[config.mk]
export PLATFORM = sky130hd
export DESIGN_NAME = score_keeper
export DESIGN_NICKNAME = d
export VERILOG_FILES = /design/src/rtl/score_keeper.sv
export SDC_FILE = /design/constraint.sdc
export NUM_CORES = 1
export LEC_CHECK = 0
export ABC_AREA = 1
export BUFFER_PORTS_ARGS = -buffer_cell sky130_fd_sc_hd__buf_2
export CAP_MARGIN = 20
export CORE_UTILIZATION = 62
export CTS_CLUSTER_SIZE = 25
export DETAILED_ROUTE_END_ITERATION = 10
export PLACE_DENSITY_LB_ADDON = 0.2
export SLEW_MARGIN = 40
export SYNTH_ARGS = -nofsm -noshare
export SYNTH_HDL_FRONTEND = slang
export SYNTH_SLANG_ARGS = --single-unit
[constraint.sdc]
create_clock -name clk -period 2.19 [get_ports clk]
set_clock_uncertainty 0.2 [all_clocks]
set_input_delay 0.1095 -clock clk [delete_from_list [all_inputs] [get_ports clk]]
set_output_delay 0.1095 -clock clk [all_outputs]
set_load 0.05 [all_outputs]
[src/rtl/score_keeper.sv]
// Game-control stage: debounced start/hit buttons, timed round,
// and a saturating two-digit BCD hit score for the 7-segment decoder.

module score_keeper_db #(
   parameter int unsigned CYC = 4
) (
   input  logic clk,
   input  logic rst,
   input  logic btn_i,
   output logic pulse_o
);

   localparam int unsigned W = $clog2(CYC > 1 ? CYC : 2);
   localparam logic [W-1:0] MAX = W'(CYC - 1);

   logic [1:0]   sync_q;
   logic         db_q, db_d;
   logic         db_prev_q;
   logic [W-1:0] cnt_q, cnt_d;

   always_comb begin
      cnt_d = '0;
      db_d  = db_q;
      if (sync_q[1] != db_q) begin
         if (cnt_q == MAX) begin
            db_d  = sync_q[1];
            cnt_d = '0;
         end else begin
            cnt_d = cnt_q + 1'b1;
         end
      end
   end

   always_ff @(posedge clk) begin
      if (rst) begin
         sync_q    <= '0;
         db_q      <= 1'b0;
         db_prev_q <= 1'b0;
         cnt_q     <= '0;
      end else begin
         sync_q    <= {sync_q[0], btn_i};
         db_q      <= db_d;
         db_prev_q <= db_q;
         cnt_q     <= cnt_d;
      end
   end

   assign pulse_o = db_q & ~db_prev_q;

endmodule

module score_keeper #(
   parameter int unsigned DEBOUNCE_CYC = 240000,
   parameter int unsigned TICK_DIV     = 12000000,
   parameter int unsigned GAME_SEC     = 30
) (
   input  logic       clk,
   input  logic       rst,
   input  logic       btn_start,
   input  logic       btn_hit,
   output logic [3:0] seg_data_1,
   output logic [3:0] seg_data_2,
   output logic       playing,
   output logic       game_over
);

   localparam int unsigned TW = $clog2(TICK_DIV > 1 ? TICK_DIV : 2);
   localparam logic [TW-1:0] TICK_MAX = TW'(TICK_DIV - 1);

   typedef enum logic [1:0] {
      IDLE = 2'd0,
      PLAY = 2'd1,
      OVER = 2'd2
   } state_t;

   state_t        state_q, state_d;
   logic [3:0]    tens_q, tens_d;
   logic [3:0]    ones_q, ones_d;
   logic [7:0]    sec_q, sec_d;
   logic [TW-1:0] tick_q, tick_d;
   logic          start_p, hit_p, tick;

   score_keeper_db #(.CYC(DEBOUNCE_CYC)) u_db_start (
      .clk     (clk),
      .rst     (rst),
      .btn_i   (btn_start),
      .pulse_o (start_p)
   );

   score_keeper_db #(.CYC(DEBOUNCE_CYC)) u_db_hit (
      .clk     (clk),
      .rst     (rst),
      .btn_i   (btn_hit),
      .pulse_o (hit_p)
   );

   assign tick = (state_q == PLAY) && (tick_q == TICK_MAX);

   always_comb begin
      state_d = state_q;
      tens_d  = tens_q;
      ones_d  = ones_q;
      sec_d   = sec_q;
      tick_d  = '0;
      unique case (state_q)
         IDLE, OVER: begin
            // start wins over a coincident hit; score restarts at 00
            if (start_p) begin
               state_d = PLAY;
               tens_d  = 4'd0;
               ones_d  = 4'd0;
               sec_d   = 8'(GAME_SEC);
            end
         end
         PLAY: begin
            if (hit_p) begin
               if (ones_q != 4'd9) begin
                  ones_d = ones_q + 4'd1;
               end else if (tens_q != 4'd9) begin
                  ones_d = 4'd0;
                  tens_d = tens_q + 4'd1;
               end
            end
            if (tick) begin
               if (sec_q == 8'd1) begin
                  state_d = OVER;
               end else begin
                  sec_d = sec_q - 8'd1;
               end
            end else begin
               tick_d = tick_q + 1'b1;
            end
         end
         default: state_d = IDLE;
      endcase
   end

   always_ff @(posedge clk) begin
      if (rst) begin
         state_q <= IDLE;
         tens_q  <= 4'd0;
         ones_q  <= 4'd0;
         sec_q   <= 8'd0;
         tick_q  <= '0;
      end else begin
         state_q <= state_d;
         tens_q  <= tens_d;
         ones_q  <= ones_d;
         sec_q   <= sec_d;
         tick_q  <= tick_d;
      end
   end

   assign seg_data_1 = tens_q;
   assign seg_data_2 = ones_q;
   assign playing    = (state_q == PLAY);
   assign game_over  = (state_q == OVER);

endmodule

Word level (Yosys, flattened, before mapping)
Index checks and enable logic that the tools add are counted.

word-level totals
  flip-flop bits (word level) = 86
  input port bits = 4
  output and inout port bits = 10
  word-level logic and storage cells = 74

cells by class
  add/sub/neg operators = 6
  eq/ne operators = 18
  multiplexer cells = 17
  bitwise operators = 7
  reduce and logical (&&, ||, !) cells = 13

operator list
  kind                     count
  $add A18 B1 Y18 const B  2
  $eq A18 B18 Y1 const B   2
  $mux W4                  7
  $add A24 B1 Y24 const B  1
  $eq A24 B24 Y1 const B   1
  $mux W8                  3
  $pmux W4 S2              2
  $pmux W8 S2              1
  $reduce_or A3 Y1         3
  $add A4 B1 Y4 const B    2
  $eq A8 B1 Y1 const B     1
  $ne A2 B1 Y1 const B     4
  $ne A4 B4 Y1 const B     2
  $reduce_and A4 Y1        2
  $sub A8 B1 Y8 const B    1
  $mux W2                  3
  $ne A2 B2 Y1 const B     3
  $not A1 Y1               5
  $reduce_and A5 Y1        1
  $pmux W2 S2              1
  $reduce_and A2 Y1        2
  $ne A3 B1 Y1 const B     1
  $reduce_and A3 Y1        1
  $and A1 B1 Y1            2
  other kinds (7)          8

Longest topological paths before layout
  word-level depth = 5
  mapped depth = 11
  mapped depth without buffers = 11

Modules after synthesis
From an unflattened synthesis, not the netlist that was laid out.

second synthesis, totals
  cell total of the unflattened synthesis = 671
  area, all modules = 4593.2 sq um

by module, submodules not included
  module           instances  cells each  area each (sq um)  seq. area each (sq um)
  score_keeper     1          369         2476.1             840.8
  score_keeper_db  2          151         1058.5             440.4

Least setup slack after synthesis
Ideal clock, no wire load.

  path type = register to register
  start = register ones_q[1] (netlist: seg_data_2[1])
  end = register ones_q[0] (netlist: seg_data_2[0])
  library setup time = 0.065 ns
  arrival time = 1.623 ns
  data required time = 1.925 ns
  path slack = 0.302 ns
  cell stages (with the launch flop) = 10
  buffers on the path = 0
  period minus slack after synthesis = 1.888 ns
  cell sequence = dfxtp_1 -> inv_1 -> ha_1 -> nand3_1 -> nand2_1 -> nand3_1 -> inv_1 -> nor2_1 -> inv_1 -> nor2_1

between the ends
  word-level cells in the longest chain between the ends = 4
  elaborated cells between the ends (all ways) = 6
  those cells by class = 2 x eq/ne; 3 x mux; 1 x reduce/logical

ends and longest elaborated chain
  element                   RTL line  text
  start: declaration        78        logic [3:0] ones_q, ones_d;
  start signal: assignment  148       ones_q <= ones_d;
  $ne A4 B4 Y1 *            117       if (ones_q != 4'd9) begin
  $mux W4                   117
  $mux W4                   116       if (hit_p) begin
  $pmux W4 S2               105       unique case (state_q)

Mark *: on every way between the ends. The rest lies on a longest branch, timed or not. The select of a mux whose other input is x is not followed.
A chain may end at the register's enable or synchronous reset.

Worst setup path in the final report
  start = register tick_q[0]
  end = register sec_q[7]

between the ends
  word-level cells in the longest chain between the ends = 4

ends and longest elaborated chain
  element                      RTL line  text
  start: declaration           80        logic [TW-1:0] tick_q, tick_d;
  start signal: assignment     150       tick_q <= tick_d;
  $eq A24 B24 Y1               97        assign tick = (state_q == PLAY) && (tick_q == TICK_MAX);
  $logic_and A1 B1 Y1          97
  $ne A2 B1 Y1 (no line)       n/a
  $reduce_and A4 Y1 (no line)  n/a
  end signal: assignment       143       sec_q <= 8'd0;
  end signal: assignment       149       sec_q <= sec_d;
  end: declaration             79        logic [7:0] sec_q, sec_d;

Every way passes these cells.

==> impl_metrics.csv <==
group,metric,value,unit
run_status,status,"complete, no violations",
clocking,numCtsBuffers,9,
power,powerDensity,665,mW/mm2
global_route,grt.overflow.total,0,
logic_synthesis,synth_nets,654,
logic_synthesis,synth-xor-area-share,3.98,%
place,placed_cells,746,
global_route,antenna_found_initial,0,
worst_setup_path,critPathKind,"reg2reg",
finish,fin_nets,679,
worst_setup_path,crit_path_start_kind,"flop",
place,hpwl,6490,um
clocking,cts-root-buf,"clkbuf_8",
logic_synthesis,synth_seq_cells,86,
finish,fill_cells,568,
clocking,tritoncts,"built",
route,drt-total-wl,8980,um
route,drc,0,
route,vias,4091,
place,portBuffers,13,
logic_synthesis,ys_seq_area_share,39.1,%
flow_run,cap_viol_max_count,0,
worst_setup_path,crit_path_max_fanout,10,
clocking,h-tree-depth,3,
floorplanning,die_h,86.3,um
worst_setup_path,critical_path_required,2.28,ns
floorplanning,fp-row-count,30,
route,wl_per_cell,11.7,um
worst_setup_path,end_kind,"flop",
clocking,clockBufferDepth,2,
route,drt_pass1_iterations,5,
global_route,grt_pass1_wl,15700,um
logic_synthesis,synth_area_per_cell,6.87,um2
logic_synthesis,synth-compound-area-share,5.74,%
route,drtIter0Drc,241,
global_route,track_usage,26.2,%
logic_synthesis,syn_inst,641,
logic_synthesis,yosys-top-cells-area,"dfxtp_1 (39%), nor2_1 (11%), nand2_1 (10%)",
floorplanning,core_area,0.00683,mm2
logic_synthesis,synth_top_area_share,39.1,%
logic_synthesis,synth_top_family_by_area,"simple AND/OR/NAND/NOR gates",
route,antenna_left,0,
place,gp_congestion,0.963,
floorplanning,dieArea,0.00745,mm2
worst_setup_path,worstRegToRegCells,11,
global_route,grt_max_degree,25,
finish,antenna_cells,0,
logic_synthesis,yosys.area.top_type,"dfxtp_1",
worst_setup_path,worst_r2r_endpoint,"sec_q[7]$_SDFFE_PP0P_",
timing,slew_headroom,72.5,%
timing,setup-tns-final,0,ns
timing,hold_violations,0,
clocking,clk_pin_slew,0.08,ns
worst_setup_path,crit_chain,"ha_1, nand2_2, inv_2, nand2_2, nor2_4, nand3_4, nand2_8, nand3_4, nand2_1, inv_1, nor2_1",
worst_hold_path,hold_path_class,"reg2reg",
timing,period_share,90.2,%
worst_setup_path,max_stage_delay,0.42,ns
logic_synthesis,syn_area,0.00441,mm2
worst_setup_path,crit_start,"tick_q[0]$_SDFF_PP0_",
floorplanning,die_w,86.3,um
timing,drv_slew,0,
global_route,grt_pass1_vias,3802,
worst_setup_path,r2r-start,"tick_q[0]$_SDFF_PP0_",
logic_synthesis,synthMuxAreaShare,0,%
power,peakVddDrop,0.000499,V
worst_setup_path,crit_arrival,2.07,ns
timing,setup_viol,0,
floorplanning,io_pins,14,
clocking,post_cts_resized,0,
logic_synthesis,synth-adder-area-share,2.56,%
timing,hold_ws,0.208,ns
logic_synthesis,synth_cell_types,36,
logic_synthesis,yosys_warnings,0,
clocking,clock_latency,0.36,ns
worst_setup_path,crit_slowest_cell,"dfxtp_1",
finish,drive_gt1_share,8.64,%
finish,stdcell_count,767,
timing,fmax,0.506,GHz
clocking,cts_num_sinks,86,
finish,synthToLayoutAreaGrowth,9.66,%
timing,fin_crit,1.98,ns
worst_setup_path,endpoint,"sec_q[7]$_SDFFE_PP0P_",
power,power.leakage,1.82,nW
route,avgViaCountPerCell,5.33,
worst_setup_path,rrSetupSlack,0.21,ns
timing,grt_setup_unrepaired,"no",
floorplanning,initial_core_util,64.5,%
timing,worst_slew_pin_slew,0.410,ns
logic_synthesis,yosys.area_share.simple,39.4,%
[how the worst min path moves through the flow]
stage / cells past startpoint / slack [ns] / startpoint / endpoint
after global placement: 3 / 0.11 / btn_hit / u_db_hit.sync_q[0]$_SDFF_PP0_
after floorplan: 2 / 0.02 / btn_hit / u_db_hit.sync_q[0]$_SDFF_PP0_
after detailed placement: 3 / 0.12 / btn_hit / u_db_hit.sync_q[0]$_SDFF_PP0_
after CTS: 2 / 0.21 / u_db_hit.sync_q[0]$_SDFF_PP0_ / u_db_hit.sync_q[1]$_SDFF_PP0_
after global routing: 2 / 0.22 / u_db_hit.sync_q[0]$_SDFF_PP0_ / u_db_hit.sync_q[1]$_SDFF_PP0_
final: 2 / 0.21 / u_db_hit.sync_q[0]$_SDFF_PP0_ / u_db_hit.sync_q[1]$_SDFF_PP0_
[layer usage]
metal / vias up / global-route usage, % / wire (um)
li1: 2100 / - / -
met1: 1866 / 32.7 / 4120
met2: 111 / 44.5 / 4280
met3: 14 / 4.19 / 421
met4: 0 / 12.0 / 165
met5: - / 0 / 0
[flip-flops by register name (all words and copies together), names as in the netlist]
name / count
u_db_start.sync_q: 2
tick_q: 24
u_db_start.cnt_q: 18
u_db_start.db_prev_q: 1
seg_data_1: 4
state_q: 2
sec_q: 8
u_db_hit.db_q: 1
u_db_hit.sync_q: 2
u_db_hit.db_prev_q: 1
seg_data_2: 4
u_db_start.db_q: 1
u_db_hit.cnt_q: 18
[power by group]
group	internal, mW	total, mW	leakage (nW)	switching (mW)
registers	1.60	1.65	0.694	0.0445
clock network	0.584	1.13	0.106	0.541
logic	0.136	0.439	1.02	0.303
[cell usage in the layout, fill, tap and decap left out, types with 5 or more instances in the layout]
cell type / synthesis / final
o21ai_0: 15 / 15
nor3_1: 30 / 30
nand2_1: 121 / 121
nor2_1: 124 / 124
inv_1: 93 / 93
dfxtp_1: 86 / 86
buf_2: 3 / 13
nand4_1: 28 / 28
dlygate4sd3_1: 0 / 5
xnor2_1: 6 / 6
ha_1: 9 / 9
nand3_1: 37 / 37
clkbuf_8: 0 / 11
nand2_2: 5 / 5
or2_2: 6 / 6
a21oi_1: 30 / 30
xor2_1: 14 / 14
[cell type report]
cell class              instances  area (um2)  share of cell area [%]
repair buffers                 22         158                    3.26
clock buffers                  12         155                    3.21
well taps                      96         120                    2.49
flip-flops and latches         86        1720                    35.6
inverters                      95         357                    7.38
clock inverters                 4        45.0                   0.932
multi-input cells             452        2270                    47.1
[kinds of logic after synthesis]
family	Yosys count
buf+inv	103
xor+xnor	20
fa+ha+maj	9
flops	86
simple gates	374
compound gates	49
[per-stage QoR]
stage | setup slack, ns | cell area (um2) | total power, mW | utilization, %
floorplan | 0.302 | 4410 | 2.02 | -
global placement | 0.314 | 4580 | 2.09 | 67.1
detailed placement | 0.233 | 4580 | 2.11 | 67.1
CTS | 0.216 | 4830 | 3.24 | 70.7
global route | 0.0505 | 4830 | 3.38 | 70.7
finish | 0.214 | 4830 | 3.21 | 70.7
[worst max-delay path: cells and delay by family, from the launching register on]
family	cells	cell delay (ns)
adder cells (fa/ha/maj)	1	0.27
buffers and inverters	2	0.13
flip-flops	1	0.42
AND/OR/NAND/NOR	8	0.89
[synth_stat cells (all sizes together)]
| cell type | number |
|---|---|
| dfxtp | 86 |
| nor4 | 3 |
| a31oi | 1 |
| buf | 8 |
| o21ai | 17 |
| a21oi | 30 |
| a211oi | 1 |
| nand2 | 127 |
| xor2 | 14 |
| nand4 | 29 |
| or3 | 2 |
| xnor2 | 6 |
| nand3b | 3 |
| nor3b | 4 |
| or2 | 6 |
| nor2 | 128 |
| inv | 95 |
| ha | 9 |
| nand3 | 41 |
| nor3 | 31 |
[what timing repair did]
item,in CTS,in global routing
setup buffers,0,0
hold buffers,5,0
setup endpoints to repair,0,0
hold endpoints to repair,11,0
(Power assumes the default switching activity.)
